## src/rtl/pick_pkg.sv

```systemverilog
// rtl/pick_pkg.sv - shared dir codes, HID key codes and state types for the pick cursor path
package pick_pkg;

  localparam logic [2:0] DIR_STOP = 3'b000;
  localparam logic [2:0] DIR_UP1  = 3'b001;
  localparam logic [2:0] DIR_DN1  = 3'b010;
  localparam logic [2:0] DIR_DN2  = 3'b011;
  localparam logic [2:0] DIR_UP2  = 3'b100;

  localparam logic [7:0] KEY_W = 8'h1A;
  localparam logic [7:0] KEY_S = 8'h16;

  typedef enum logic [2:0] {
    ST_IDLE    = 3'd0,
    ST_UP_SLOW = 3'd1,
    ST_DN_SLOW = 3'd2,
    ST_DN_FAST = 3'd3,
    ST_UP_FAST = 3'd4
  } pick_dir_state_t;

  typedef enum logic [1:0] {
    REQ_NONE = 2'd0,
    REQ_UP   = 2'd1,
    REQ_DN   = 2'd2
  } pick_req_t;

  function automatic logic [2:0] dir_of_state(input pick_dir_state_t s);
    logic [2:0] d;
    d = DIR_STOP;
    case (s)
      ST_UP_SLOW: d = DIR_UP1;
      ST_DN_SLOW: d = DIR_DN1;
      ST_DN_FAST: d = DIR_DN2;
      ST_UP_FAST: d = DIR_UP2;
      default:    d = DIR_STOP;
    endcase
    return d;
  endfunction

endpackage

```

## src/rtl/pick_key_match.sv

```systemverilog
// rtl/pick_key_match.sv - resolves two HID keycode slots and pick mode into one motion request
module pick_key_match
  import pick_pkg::*;
#(
  parameter logic [7:0] KEY_UP   = KEY_W,
  parameter logic [7:0] KEY_DOWN = KEY_S
) (
  input  logic [7:0] keycode0,
  input  logic [7:0] keycode1,
  input  logic       pick_mode,
  output pick_req_t  req
);

  logic up_req;
  logic dn_req;

  assign up_req = (keycode0 == KEY_UP)   || (keycode1 == KEY_UP);
  assign dn_req = (keycode0 == KEY_DOWN) || (keycode1 == KEY_DOWN);

  // Opposing keys cancel rather than picking a winner.
  always_comb begin
    req = REQ_NONE;
    if (pick_mode && (up_req != dn_req)) begin
      req = up_req ? REQ_UP : REQ_DN;
    end
  end

endmodule

```

## src/rtl/pick_dir_ctrl.sv

```systemverilog
// rtl/pick_dir_ctrl.sv - keycode to pick dir command with hold-to-accelerate
module pick_dir_ctrl
  import pick_pkg::*;
#(
  parameter logic [7:0] KEY_UP      = KEY_W,
  parameter logic [7:0] KEY_DOWN    = KEY_S,
  parameter int         HOLD_FRAMES = 30,
  parameter int         CNT_W       = 6
) (
  input  logic       frame_clk,
  input  logic       Reset,
  input  logic       pickMode,
  input  logic [7:0] keycode0,
  input  logic [7:0] keycode1,
  output logic [2:0] dir,
  output logic       fast
);

  localparam logic [CNT_W-1:0] CNT_MAX = CNT_W'(HOLD_FRAMES - 1);

  pick_req_t       req;
  pick_dir_state_t state_q, state_d;
  logic [CNT_W-1:0] cnt_q, cnt_d;
  logic [2:0]      dir_q, dir_d;
  logic            fast_q, fast_d;

  pick_key_match #(
    .KEY_UP   (KEY_UP),
    .KEY_DOWN (KEY_DOWN)
  ) u_key_match (
    .keycode0  (keycode0),
    .keycode1  (keycode1),
    .pick_mode (pickMode),
    .req       (req)
  );

  // A reversal or release from any moving state restarts the hold count.
  always_comb begin
    state_d = state_q;
    cnt_d   = cnt_q;
    case (state_q)
      ST_UP_SLOW, ST_DN_SLOW: begin
        if ((req == REQ_UP && state_q == ST_UP_SLOW) ||
            (req == REQ_DN && state_q == ST_DN_SLOW)) begin
          if (cnt_q == CNT_MAX) begin
            state_d = (state_q == ST_UP_SLOW) ? ST_UP_FAST : ST_DN_FAST;
          end else begin
            cnt_d = cnt_q + CNT_W'(1);
          end
        end else if (req == REQ_UP) begin
          state_d = ST_UP_SLOW;
          cnt_d   = '0;
        end else if (req == REQ_DN) begin
          state_d = ST_DN_SLOW;
          cnt_d   = '0;
        end else begin
          state_d = ST_IDLE;
          cnt_d   = '0;
        end
      end
      ST_UP_FAST, ST_DN_FAST: begin
        if ((req == REQ_UP && state_q == ST_UP_FAST) ||
            (req == REQ_DN && state_q == ST_DN_FAST)) begin
          state_d = state_q;
        end else if (req == REQ_UP) begin
          state_d = ST_UP_SLOW;
          cnt_d   = '0;
        end else if (req == REQ_DN) begin
          state_d = ST_DN_SLOW;
          cnt_d   = '0;
        end else begin
          state_d = ST_IDLE;
          cnt_d   = '0;
        end
      end
      default: begin
        cnt_d = '0;
        if (req == REQ_UP) begin
          state_d = ST_UP_SLOW;
        end else if (req == REQ_DN) begin
          state_d = ST_DN_SLOW;
        end else begin
          state_d = ST_IDLE;
        end
      end
    endcase
    dir_d  = dir_of_state(state_d);
    fast_d = (state_d == ST_UP_FAST) || (state_d == ST_DN_FAST);
  end

  always_ff @(posedge frame_clk) begin
    if (Reset) begin
      state_q <= ST_IDLE;
      cnt_q   <= '0;
      dir_q   <= DIR_STOP;
      fast_q  <= 1'b0;
    end else begin
      state_q <= state_d;
      cnt_q   <= cnt_d;
      dir_q   <= dir_d;
      fast_q  <= fast_d;
    end
  end

  assign dir  = dir_q;
  assign fast = fast_q;

endmodule

```

## config.mk

```make
export PLATFORM = sky130hd
export DESIGN_NAME = pick_dir_ctrl
export DESIGN_NICKNAME = d
export VERILOG_FILES = /design/src/rtl/pick_pkg.sv /design/src/rtl/pick_key_match.sv /design/src/rtl/pick_dir_ctrl.sv
export SDC_FILE = /design/constraint.sdc
export NUM_CORES = 1
export LEC_CHECK = 0
export ABC_AREA = 1
export CORE_MARGIN = 3
export CORE_UTILIZATION = 30
export CTS_BUF_LIST = sky130_fd_sc_hd__clkbuf_8
export CTS_CLUSTER_SIZE = 10
export DETAILED_ROUTE_END_ITERATION = 12
export PLACE_DENSITY_LB_ADDON = 0.15
export SLEW_MARGIN = 10
export SYNTH_ARGS = -nofsm -noshare
export SYNTH_HDL_FRONTEND = slang
export SYNTH_SLANG_ARGS = --single-unit
```

## constraint.sdc

```tcl
create_clock -name frame_clk -period 1.6 [get_ports frame_clk]
set_input_delay 0.16 -clock frame_clk [delete_from_list [all_inputs] [get_ports frame_clk]]
set_output_delay 0.16 -clock frame_clk [all_outputs]
set_load 0.02 [all_outputs]
```

==> metrics.md, run 1 <==
| Metric | Value |
|---|---|
| Status | completed |
| Crit end category | flip-flop |
| Max Used Layer | met4 |
| Post-DP HPWL | 1700 um |
| Max-Slew Margin vs Limit | 0.746 |
| Hold WS | between 0.5 and 0.6 ns |
| Non-Filler Instances | around 230 |
| GPL Wtd Cong | roughly 0.76 |
| DRC Markers | 0 |
| Skew-Pair Late Insertion Delay | 0.24 ns |
| TritonCTS clock tree | built |
| Buffers on Ports | 22 |
| Met2 WL post-DR | 1230 um |
| Yosys reg bits | 13 |
| Wire per inst | between 9 and 10 um |
| Setup_tns | 0 ns |
| Max Clock Freq | between 0.6 and 0.7 GHz |
| Gr usage total | 0.113 |
| Ratio of cells with drive above 1 in the final layout | 0.305 |
| DRT Wirelength | roughly 2200 um |
| Global route overflow | 0 |
| Reg2reg path depth | 10 |
| Syn_nets | approximately 180 |
| Core area | 3080 um^2 |
| CTS buffer count | 3 |
| # rows | 20 |
| Sequential element share of the synthesized area | 0.268 |
| Worst EP required | 1.74 ns |
| Initial drt markers | 27 |
| H-tree Lvls | 1 |
| Placed instance count | 225 |
| Die area | 3950 um^2 |
| Area delta synth->final | 53.5% |
| PnR Total Power | 0.708 mW |
| Clk_skew | ~0.0021 ns |
| Slew @ Worst Pin | ~0.38 ns |
| Final Cell Area | roughly 1500 um^2 |
| Max FO, Critical Path | 4 |
| Hold Path Class | flip-flop to flip-flop |
| CTS max path bufs | 2 |
| Crit-path cells | clkdlybuf4s50_1, inv_2, nand2_2, nor2_2, nand2_2, nand2_4, inv_4, nand4_1, nand2_4, nand2_2, nand2_1, nand3_2, nand2_2, inv_1 |
| Fin crit period | ~1.5 ns |
| Starting density of the core | 0.315 |
| Hold Crit Start | cnt_q[1] |
| Buffer and inverter count on the worst path | 4 |
| Drt pass-1 iters | 4 |
| Critical-path top delay cell | clkdlybuf4s50_1 |
| First-pass GRT wire length | between 3000 and 4000 um |
| Average size of a mapped cell | 6.18 um^2 |
| Top-count cell post-synth | nand2_1 |
| Leakage | approximately 0.77 nW |
| WL met1 | approximately 940 um |
| Max Cap Violations | 0 |
| Hold Fails Final Rpt | 0 |
| # diodes | 0 |
| FF-to-FF Start | state_q[2] |
| Synth unique cells | 22 |
| Synth area leaders | dfxtp_1, nand2_1, inv_1, nor2_1, nand3_1 |
| Worst reg2reg endpoint | cnt_q[5] |
| Clock root buffer | clkbuf_8 |
| Synth Warn # | 0 |
| Synth top area share | 0.268 |
| Worst-path clk slew | ~0.060 ns |
| Antenna-violating nets left | 0 |
| DR WL met3 | between 70 and 80 um |
| Post-synth top area cell | dfxtp_1 |
| Predominant post-synthesis flop cell | dfxtp_1 |
| CP Class | input port to flip-flop |
| Post-synthesis cell count | between 150 and 200 |
| Placed Area | around 1300 um^2 |
| Vias per cell | 4.32 |
| CP max stage delay | approximately 0.47 ns |
| Largest net degree at the start of global routing | 9 |
| Initial antenna violation count | 0 |
| Worst Hold End | cnt_q[1] |
| Hold depth | 2 |
| Top cells by count, synth | nand2_1, inv_1, nor2_1, dfxtp_1, nand3_1 |
| WP data arrival | 1.68 ns |
| Die Span X | roughly 63 um |
| Crit-path leading delay family | simple AND/OR/NAND/NOR gates |
| Final setup fails | 0 |
| Die height | 62.9 um |
| Post-synth EDFFs | 0 |
| Vias post-DR | approximately 1000 |
| R2r setup slk | a little under 0.07 ns |
| Startpoint Class | input port |
| Crit share post-route | 0.958 |
| Hold_buf cts | 0 |
| Ys async rst share | 0 |
| Power Dens Cells | 475 nW/um^2 |
| Final Slew Violations | 0 |
| # IOs | 23 |
| Clk sink count | 13 |
| Vias in the first global route | 925 |
| Cell mode on critical path | nand2_2 |
| Post-Syn Area | a little under 1000 um^2 |
| # nets final | around 210 |
| Peak supply drop | between 300 and 400 uV |
## worst register-to-register path, stage by stage (launching register included)
cell and delay (ns):
dfxtp_1 0.45, inv_1 0.09, nor3_2 0.26, nand4_4 0.15, nand2_2 0.10, inv_2 0.08, nand2_4 0.10, nand2_4 0.06
inv_4 0.06, nand2_2 0.05, nor2_2 0.07
## layer usage
layer,vias to the layer above,global-route usage
li1,534,-
met1,445,0.136
met2,17,0.197
met3,2,0.0378
met4,0,0.0165
met5,-,0
## report_power, final
| group | leakage, nW | internal [mW] | switching, mW | total (mW) |
|---|---|---|---|---|
| registers | 0.105 | 0.324 | 0.000167 | 0.324 |
| logic | 0.640 | 0.0479 | 0.0409 | 0.0888 |
| clock network | 0.0255 | 0.172 | 0.122 | 0.295 |
## logic make-up after synthesis
logic type | Yosys count | synth area share
XOR/XNOR | 2 | 0.0181
AND/OR/NAND/NOR | 97 | 0.512
flip-flops | 13 | 0.268
adder cells (fa/ha/maj) | 2 | 0.0258
buffers and inverters | 39 | 0.152
AO/OA/AOI/OAI | 4 | 0.0232
## what timing repair did
| item | CTS | global route |
|---|---|---|
| endpoints found under the setup margin | 0 | 9 |
| resized for setup | 0 | 46 |
| buffers inserted | 0 | 2 |
## state kept, by name, indices dropped and copies added (netlist names)
name	flops
cnt_q	6
dir	3
fast	1
state_q	3
## placed cells by master, fill, tap and decap left out, drive strengths merged
cell and count:
clkinv 1, nor4 1, buf 4, clkbuf 3, ha 2, nand2 45
or2 1, nor3 6, nand4 7, nand3b 1, a21oi 3, clkdlybuf4s50 10
dfxtp 13, dlymetal6s2s 12, inv 39, nand3 10, xnor2 2, o21bai 1
nor2 26
## worst max-delay path by stage
stage	end	startpoint	depth (start not counted)
after CTS	cnt_q[4]	keycode1[4]	14
after floorplan	dir[0]	cnt_q[0]	10
after global routing	cnt_q[5]	state_q[2]	10
after detailed placement	cnt_q[4]	keycode1[4]	14
final	dir[0]	keycode1[0]	14
after global placement	cnt_q[4]	keycode0[7]	15
## metrics by stage
| stage | util | setup WS, ns |
|---|---|---|
| after floorplan | - | 0.263 |
| after global placement | 0.409 | -0.156 |
| after detailed placement | 0.409 | -0.211 |
| after CTS | 0.424 | 0.0484 |
| after global routing | 0.484 | -0.0568 |
| final | 0.484 | 0.0677 |
## final cells by class
cell class	instances	area, um^2
fillers	314	1590
clock buffers	3	41.3
multi-input cells	105	693
well taps	44	55.1
clock inverters	1	5.00
flip-flops and latches	13	260
repair buffers	26	280
inverters	39	154
(Power assumes the default switching activity.)
==> run 2, diff against run 1 <==
--- a/config.mk
+++ b/config.mk
@@ -11,6 +11,7 @@
 export CTS_BUF_LIST = sky130_fd_sc_hd__clkbuf_8
 export CTS_CLUSTER_SIZE = 10
 export DETAILED_ROUTE_END_ITERATION = 12
+export GPL_ROUTABILITY_DRIVEN = 0
 export PLACE_DENSITY_LB_ADDON = 0.15
 export SLEW_MARGIN = 10
 export SYNTH_ARGS = -nofsm -noshare
==> results of run 2 <==
Final layout, timing and power as in run 1 (identical DEF).
==> run 3, diff against run 2 <==
--- a/config.mk
+++ b/config.mk
@@ -6,13 +6,15 @@
 export NUM_CORES = 1
 export LEC_CHECK = 0
 export ABC_AREA = 1
+export CELL_PAD_IN_SITES_DETAIL_PLACEMENT = 1
+export CELL_PAD_IN_SITES_GLOBAL_PLACEMENT = 1
 export CORE_MARGIN = 3
 export CORE_UTILIZATION = 30
 export CTS_BUF_LIST = sky130_fd_sc_hd__clkbuf_8
 export CTS_CLUSTER_SIZE = 10
 export DETAILED_ROUTE_END_ITERATION = 12
 export GPL_ROUTABILITY_DRIVEN = 0
-export PLACE_DENSITY_LB_ADDON = 0.15
+export PLACE_DENSITY = 0.69
 export SLEW_MARGIN = 10
 export SYNTH_ARGS = -nofsm -noshare
 export SYNTH_HDL_FRONTEND = slang
==> metrics.md, run 3 (synthesis results as in run 1) <==
| Metric | Value |
|---|---|
| CTS max path bufs | 2 (unchanged) |
| First-pass GRT wire length | 4320 um (+18%) |
| Die area | 3950 um^2 (unchanged) |
| CTS buffer count | 3 (unchanged) |
| Final setup fails | 0 (unchanged) |
| M2 GR Usage | 0.245 (+0.0479) |
| Pint | 0.540 mW (-0.69%) |
| Vias post-DR | 1034 (+3.6%) |
| Hold Fails Final Rpt | 0 (unchanged) |
| Slew @ Worst Pin | 0.387 ns (+0.00614 ns) |
| Vias per cell | 4.50 (+4.1%) |
| CP Class | flip-flop to flip-flop |
| Startpoint Class | flip-flop |
| Ratio of cells with drive above 1 in the final layout | 0.306 (+0.00164) |
| Max Cap Violations | 0 (unchanged) |
| Power Dens Cells | 472 nW/um^2 (-0.65%) |
| Clock root buffer | clkbuf_8 |
| Sequential share of power | 0.463 (+0.005) |
| Comb pwr share | 0.132 (+0.006) |
| Skew-Pair Late Insertion Delay | 0.24 ns (about the same) |
| Fill cells | 404 (+29%) |
| Peak supply drop | 512 uV (+46%) |
| Antenna-violating nets left | 0 (unchanged) |
| Reg with most FFs | cnt_q |
| Final Util | 0.482 (-0.00163) |
| Met3 GRT Util | 0.0378 (unchanged) |
| H-tree Lvls | 1 (unchanged) |
| Drt pass-1 iters | 2 (-2) |
| Crit path depth | 9 (-5) |
| Crit-path cells | inv_2, nor3_2, nand4_1, nand2_4, nand2_2, nand2_2, nand3_2, nand2_1, nand2_1 |
| Leakage | 0.816 nW (+5.9%) |
| Gr busiest metal | met2 |
| DRT Wirelength | 2830 um (+26%) |
| Core area | 3080 um^2 (unchanged) |
| Switch Pwr | 0.160 mW (-2.0%) |
| Crit end category | flip-flop |
| Largest register FFs | 6 (unchanged) |
| Initial drt markers | 25 (-7.4%) |
| Fin crit period | 1.50 ns (-0.0356 ns) |
| Wire per inst | 12.3 um (+26%) |
| WP data arrival | 1.62 ns (-0.06 ns) |
| Reg2reg path depth | 9 (-1) |
| Max-Slew Margin vs Limit | 0.742 (-0.00411) |
| Final Slew Violations | 0 (unchanged) |
| Sw frac | 0.229 (-0.00232) |
| Hold_buf cts | 0 (unchanged) |
| Hold Path Class | flip-flop to flip-flop |
| Post-DP HPWL | 2170 um (+27%) |
| Vias in the first global route | 1011 (+9.3%) |
| Largest net degree at the start of global routing | 8 (-1) |
| # nets final | 208 (-0.48%) |
| Worst-path clk slew | 0.06 ns (about the same) |
| Gr usage total | 0.132 (+0.0194) |
| Initial antenna violation count | 0 (unchanged) |
| Leading cell type in the layout, fill and taps excluded | inv_1 |
| Die height | 62.9 um (unchanged) |
| # IOs | 23 (unchanged) |
| CP max stage delay | 0.39 ns (-0.08 ns) |
| Critical-path top delay cell | dfxtp_2 |
| Clk sink count | 13 (unchanged) |
| Status | completed |
| Buffers on Ports | 22 (unchanged) |
| Crit share post-route | 0.935 (-0.0223) |
| Max FO, Critical Path | 4 (unchanged) |
| M1 GR Usage | 0.153 (+0.0170) |
| DRC Markers | 0 (unchanged) |
| Starting density of the core | 0.315 (unchanged) |
| R2r setup slk | 0.10 ns (+0.04 ns) |
| Buffer and inverter count on the worst path | 1 (-3) |
| Worst EP required | 1.73 ns (about the same) |
| TritonCTS clock tree | built |
| Pre-CTS setup slack | -0.222 ns (-0.0103 ns) |
| Post-route worst setup slack | 0.103 ns (+0.0356 ns) |
| Commonest non-fill, non-tap cells in the layout | inv_1, nand2_1, dlymetal6s2s_1, nor2_1 |
| Clk_skew | 0.00676 ns (+0.00464 ns) |
| # diodes | 0 (unchanged) |
| Global route overflow | 0 (unchanged) |
| # rows | 20 (unchanged) |
| Crit-path leading delay family | simple AND/OR/NAND/NOR gates |
| Hold depth | 2 (unchanged) |
| Max Clock Freq | 0.668 GHz (+2.4%) |
| Clock share of power | 0.405 (-0.011) |
| Die Span X | 62.9 um (unchanged) |
| Area delta synth->final | 53.0% |
==> run 3: worst reg2reg max path, cell delays in order, from the launching register on <==
cell     delay (ns)
dfxtp_2        0.39
inv_2          0.07
nor3_2         0.20
nand4_1        0.22
nand2_4        0.17
nand2_2        0.06
nand2_2        0.07
nand3_2        0.10
nand2_1        0.08
nand2_1        0.04
==> run 3: repair_timing <==
item,CTS,global route
setup endpoints to repair,0,9
gates resized for setup,0,53
buffers inserted,0,1
==> run 3: layout make-up <==
type                       instances  area, um^2  area share
multi-input combinational        105         682       0.460
timing repair buffer              25         283       0.191
sequential                        13         265       0.179
inverter                          39         154       0.104
tap                               44        55.1      0.0371
clock buffer                       3        41.3      0.0278
clock inverter                     1        3.75     0.00253
==> run 3: power groups by stage <==
stage,Combinational (mW),Sequential (mW),Clock (mW)
finish,0.0923,0.324,0.284
global route,0.100,0.324,0.308
CTS,0.0870,0.324,0.287
detailed placement,0.0868,0.331,0
global placement,0.0834,0.331,0
floorplan,0.0281,0.331,0
==> run 3: stage by stage <==
stage | area, um^2 | hold WS, ns | TNS [ns] | std cells | power [mW]
2_1_floorplan | 970 | 0.229 | 0 | 157 | 0.359
3_3_place_gp | 1260 | 0.534 | -1.41 | 225 | 0.415
6_report | 1480 | 0.519 | 0 | 230 | 0.701
4_1_cts | 1310 | 0.545 | 0 | 229 | 0.698
5_1_grt | 1480 | 0.547 | -0.0684 | 230 | 0.732
3_5_place_dp | 1260 | 0.540 | -1.68 | 225 | 0.418
==> run 3: path summary, 6_finish.rpt <==
| path | startpoint | end |
|---|---|---|
| worst min-delay path | cnt_q[1] | cnt_q[1] |
| worst max-delay path | state_q[0] | fast |
| worst min register to register | cnt_q[1] | cnt_q[1] |
| worst max register to register | state_q[0] | fast |
==> run 3: per-layer routing <==
layer | wire (um) | up-vias
met5 | 0 | -
met4 | 17 | 0
met3 | 58 | 2
met2 | 1550 | 8
met1 | 1210 | 491
li1 | - | 533
